==> config.mk <==
export PLATFORM = sky130hd
export DESIGN_NAME = sseg_scan_controller
export DESIGN_NICKNAME = d
export VERILOG_FILES = /design/src/rtl/sseg_scan_controller.sv
export SDC_FILE = /design/constraint.sdc
export NUM_CORES = 1
export LEC_CHECK = 0
export CORE_ASPECT_RATIO = 0.7
export CORE_MARGIN = 1.5
export CORE_UTILIZATION = 50
export DETAILED_ROUTE_END_ITERATION = 16
export PLACE_DENSITY_LB_ADDON = 0.08
export SLEW_MARGIN = 40
export SYNTH_ARGS = -nofsm -noshare
export SYNTH_HDL_FRONTEND = slang
export SYNTH_SLANG_ARGS = --single-unit
==> constraint.sdc <==
create_clock -name clk -period 2.2 [get_ports clk]
set_clock_uncertainty 0.15 [all_clocks]
set_input_delay 0.22 -clock clk [delete_from_list [all_inputs] [get_ports clk]]
set_output_delay 0.22 -clock clk [all_outputs]
set_load 0.1 [all_outputs]
==> src/rtl/sseg_scan_controller.sv <==
// rtl/sseg_scan_controller.sv - four-digit multiplexed seven-segment scan controller
// Guard-banded anode scanning with leading-zero blanking and frame-aligned value updates.
module sseg_scan_controller #(
    parameter int REFRESH_DIV  = 100000,
    parameter int GUARD_CYCLES = 1000
) (
    input  logic        clk,
    input  logic        reset_n,
    input  logic [15:0] value,
    input  logic [3:0]  dp_in,
    input  logic        lzb_en,
    input  logic        load,
    output logic        load_ack,
    output logic [3:0]  digit,
    output logic [3:0]  sseg_anode,
    output logic        dp_n,
    output logic        frame_done
);

    localparam int CW = $clog2(REFRESH_DIV);
    localparam logic [CW-1:0] SLOT_LAST = CW'(REFRESH_DIV - 1);
    localparam logic [CW-1:0] GUARD_END = CW'(GUARD_CYCLES);

    localparam logic [0:0] ST_GUARD = 1'b0;
    localparam logic [0:0] ST_DRIVE = 1'b1;

    logic [CW-1:0] slot_cnt;
    logic [CW-1:0] slot_nxt;
    logic [1:0]    pos;
    logic [0:0]    state;
    logic [0:0]    state_nxt;

    logic [15:0]   shadow_val;
    logic [3:0]    shadow_dp;
    logic [15:0]   pend_val;
    logic [3:0]    pend_dp;
    logic          pending;

    logic          slot_end;
    logic          frame_end;
    logic          commit;
    logic [3:0]    cur_nib;
    logic          blank;
    logic [3:0]    anode_nxt;
    logic          dp_nxt;

    always_comb begin
        slot_end  = (slot_cnt == SLOT_LAST);
        frame_end = slot_end && (pos == 2'd3);
        commit    = frame_end && (pending || load);
        slot_nxt  = slot_end ? '0 : slot_cnt + CW'(1);
        // State tracks the counter value it is paired with, so it is derived from slot_nxt.
        state_nxt = (slot_nxt < GUARD_END) ? ST_GUARD : ST_DRIVE;
        cur_nib   = shadow_val[{pos, 2'b00} +: 4];
    end

    // A position is blanked only if it and every more significant nibble are zero.
    always_comb begin
        blank = 1'b0;
        case (pos)
            2'd1:    blank = lzb_en && (shadow_val[15:4] == 12'h000);
            2'd2:    blank = lzb_en && (shadow_val[15:8] == 8'h00);
            2'd3:    blank = lzb_en && (shadow_val[15:12] == 4'h0);
            default: blank = 1'b0;
        endcase
    end

    always_comb begin
        anode_nxt = 4'b1111;
        dp_nxt    = 1'b1;
        if (state == ST_DRIVE && !blank) begin
            anode_nxt[pos] = 1'b0;
            dp_nxt         = ~shadow_dp[pos];
        end
    end

    always_ff @(posedge clk or negedge reset_n) begin
        if (!reset_n) begin
            slot_cnt   <= '0;
            pos        <= 2'd0;
            state      <= ST_GUARD;
            shadow_val <= 16'h0000;
            shadow_dp  <= 4'h0;
            pend_val   <= 16'h0000;
            pend_dp    <= 4'h0;
            pending    <= 1'b0;
            digit      <= 4'h0;
            sseg_anode <= 4'b1111;
            dp_n       <= 1'b1;
            load_ack   <= 1'b0;
            frame_done <= 1'b0;
        end else begin
            slot_cnt <= slot_nxt;
            state    <= state_nxt;
            if (slot_end) begin
                pos <= pos + 2'd1;
            end

            if (load) begin
                pend_val <= value;
                pend_dp  <= dp_in;
            end

            // A load on the boundary cycle itself goes straight into this commit.
            if (commit) begin
                pending    <= 1'b0;
                shadow_val <= load ? value : pend_val;
                shadow_dp  <= load ? dp_in : pend_dp;
            end else if (load) begin
                pending <= 1'b1;
            end

            digit      <= cur_nib;
            sseg_anode <= anode_nxt;
            dp_n       <= dp_nxt;
            load_ack   <= commit;
            frame_done <= frame_end;
        end
    end

endmodule

==> summary.md, run 1 <==
| Metric | Value |
|---|---|
| # clock sinks | 72 |
| Worst Setup SP | slot_cnt[8] |
| Final ANT Viol Nets | 0 |
| Worst EP arrival | 2250 ps |
| I/O Pins | 35 |
| Rel. slew slack | 0.6262 |
| Count of pins over their slew limit | 0 |
| Routability cong. | 0.8496 |
| 1st-iter DRT viols | 103 |
| Bufs on Longest Clock Path | 2 |
| Layout cells sized above 1 | 0.3132 |
| CP Max Fanout | 10 |
| Layout Utilization | 0.6545 |
| Die area | 0.006575 sq mm |
| Minimum clock period | 2168 ps |
| Vias in the first global route | 1944 |
| Top cells by area, synth | dfrtp_1 (55%), mux2_2 (7.8%), mux2_1 (7.0%), dfstp_2 (4.3%), mux4_2 (3.7%) |
| Endpoints failing setup | 0 |
| Worst hold slack | 264.6 ps |
| Routed WL per cell | 16.32 um |
| 1st-pass router iterations | 4 |
| Area Growth Syn to Fin | 24.94% |
| Synthesized cell area | 0.003045 sq mm |
| Antenna violations before repair | 0 |
| Largest net degree at the start of global routing | 73 |
| Peak supply drop | 0.4389 mV |
| Die Width | 96.28 um |
| Final WL | 5811 um |
| Yosys top cell by area | dfrtp_1 |
| Worst R2R Path Depth | 6 |
| CTS tree | yes |
| Final TNS setup | 0 ps |
| H-Tree Depth | 3 |
| FP Rows | 23 |
| Avg Inst Size Synth | 13.72 sq um |
| Antenna Cells | 0 |
| Detailed Place HPWL | 4011 um |
| First-pass GRT wire length | 9549 um |
| Commonest cells post-synth | dfrtp_1 (67), mux2_2 (21), mux2_1 (19) |
| Status | finished, final reports clean |
| Clk Latency, worst-skew pair | 350 ps |
| Synth Flop Type | dfrtp_1 |
| Residual DRC count | 0 |
| Register-to-register setup slack | 30 ps |
| All-Layer GR Usage | 0.2039 |
| Nets@finish | 306 |
| Cell variety after synth | 41 |
| Die span in y | 68.30 um |
| Core area | 0.005813 sq mm |
| Post-route clock period utilization | 0.9854 |
| Pwr Density | 620.0 mW/mm^2 |
| Top-count cell post-synth | dfrtp_1 |
| Leakage power | 0.001734 uW |
| Slew @ Worst Pin | 553.4 ps |
| FF+latch count, synth | 72 |
| Vias per cell | 5.390 |
| Origin of the critical flop-to-flop path | slot_cnt[8] |
| Final worst setup slack | 32.15 ps |
| Syn_nets | 251 |
| Inserted Clock Buffers | 9 |
| Sequential share of the synthesized area | 0.5937 |
| Reg2reg end | shadow_val[9] |
| Crit path kind | reg -> reg |
| DP Area | 0.003568 sq mm |
| CP required | 2280 ps |
| Share of flip-flops with an asynchronous set or reset | 1.000 |
| Port bufs | 34 |
| Place WS | 82.88 ps |
| Cell area after layout | 0.003805 sq mm |
| Synth warn | 0 |
| Crit path to | shadow_val[9] |
| Starting Density | 0.5239 |
| Post-Synthesis Cells | 222 |
| Root Driver | clkbuf_8 |
| Synth top area share | 0.5505 |
| Max-Cap Viols | 0 |
| Fin. Hold Viols | 0 |
| Total gr overflow | 0 |
| Routed vias | 1919 |
| Clock slew at reported path FFs | 70 ps |
| Critical Path Sink Type | flip-flop |
| Fmax achieved | 461.3 MHz |
| Post-synth EDFFs | 0 |
| Crit path launch type | flip-flop |
| Hold WC Path Type | in -> async |
==> worst min-delay path by stage <==
| stage | from | end | cells past startpoint |
|---|---|---|---|
| 2_1_floorplan | reset_n | digit[0] | 0 |
| 3_3_place_gp | reset_n | pend_val[9] | 2 |
| 3_5_place_dp | reset_n | pend_val[9] | 2 |
| 4_1_cts | reset_n | pend_dp[0] | 3 |
| 5_1_grt | reset_n | pend_val[9] | 3 |
| 6_report | reset_n | pend_val[9] | 3 |
==> routing by layer <==
metal / vias up / wire, um / global-route usage
li1: 910 / - / -
met1: 956 / 3047 / 0.2973
met2: 48 / 2334 / 0.2720
met3: 5 / 391 / 0.08667
met4: 0 / 38 / 0.06250
met5: - / 0 / 0
==> flip-flops by register name (all words and copies together), names as in the netlist <==
signal / count
load_ack: 1
shadow_dp: 4
sseg_anode: 4
slot_cnt: 17
pend_dp: 4
dp_n: 1
state: 1
pos: 2
pend_val: 16
shadow_val: 16
digit: 4
frame_done: 1
pending: 1
==> cell families after synthesis <==
logic type      count (synthesis)  share of synthesized area
flops                          72                     0.5937
simple gates                   54                    0.09737
mux                            45                     0.1849
compound gates                 16                    0.04027
buf+inv                        16                    0.02301
xor+xnor                       14                    0.04026
fa+ha+maj                       5                    0.02054
==> critical path, stage by stage, from the launching register on <==
cell       delay, ps
dfrtp_2          440
nor4b_2          240
and4b_1          280
and3_1           190
and3b_2          250
clkbuf_16        180
mux2_1           320
==> power breakdown <==
| part | leakage (uW) | total, uW | switching [uW] | internal, uW |
|---|---|---|---|---|
| Clock | 0.0000789 | 856 | 459 | 397 |
| Sequential | 0.000922 | 1370 | 8.12 | 1360 |
| Combinational | 0.000733 | 135 | 58.1 | 76.7 |
| Total | 0.00173 | 2360 | 525 | 1830 |
==> layout make-up <==
cell class | count | area (sq um)
fill | 461 | 2008
sequential | 72 | 1809
inverter | 5 | 18.77
multi-input combinational | 134 | 1206
clock inverter | 4 | 22.52
timing repair buffer | 55 | 523.0
clock buffer | 11 | 131.4
tap | 75 | 93.84
==> timing repair <==
action	in CTS	in global routing
resized for setup	0	9
endpoints found under the setup margin	0	21
hold buffers	1	0
buffers inserted	0	1
endpoints found under the hold margin	67	0
==> cell usage in the layout, fill, tap and decap left out, types with 2 or more instances in the layout <==
| cell type | instances |
|---|---|
| xor2_1 | 5 |
| buf_12 | 3 |
| and3_1 | 4 |
| dfstp_2 | 5 |
| mux2_2 | 21 |
| o41ai_1 | 2 |
| clkinv_2 | 3 |
| nor4_1 | 3 |
| nand2_1 | 10 |
| clkbuf_1 | 2 |
| clkdlybuf4s50_1 | 22 |
| clkbuf_8 | 9 |
| ha_1 | 4 |
| mux4_2 | 5 |
| nor2b_1 | 2 |
| buf_4 | 27 |
| nor2_1 | 10 |
| o21ai_0 | 4 |
| nand4_1 | 5 |
| xnor2_1 | 9 |
| nand3_1 | 7 |
| mux2_1 | 19 |
| inv_1 | 5 |
| dfrtp_1 | 66 |
==> per-stage QoR <==
step,total power (uW),cells
final,2359,356
after global routing,2459,356
after CTS,2390,354
after detailed placement,1532,338
after global placement,1527,338
after floorplan,1441,222
(Power assumes the default switching activity.)
==> run 2, diff against run 1 <==
--- a/config.mk
+++ b/config.mk
@@ -8,6 +8,7 @@
 export CORE_ASPECT_RATIO = 0.7
 export CORE_MARGIN = 1.5
 export CORE_UTILIZATION = 50
+export CTS_CLUSTER_SIZE = 40
 export DETAILED_ROUTE_END_ITERATION = 16
 export PLACE_DENSITY_LB_ADDON = 0.08
 export SLEW_MARGIN = 40
==> results of run 2 <==
No change in the layout: final DEF, timing and power equal those of run 1.
==> run 3, diff against run 2 <==
--- a/config.mk
+++ b/config.mk
@@ -5,6 +5,7 @@
 export SDC_FILE = /design/constraint.sdc
 export NUM_CORES = 1
 export LEC_CHECK = 0
+export CAP_MARGIN = 40
 export CORE_ASPECT_RATIO = 0.7
 export CORE_MARGIN = 1.5
 export CORE_UTILIZATION = 50
==> results of run 3 <==
No change in the layout: final DEF, timing and power equal those of run 1.
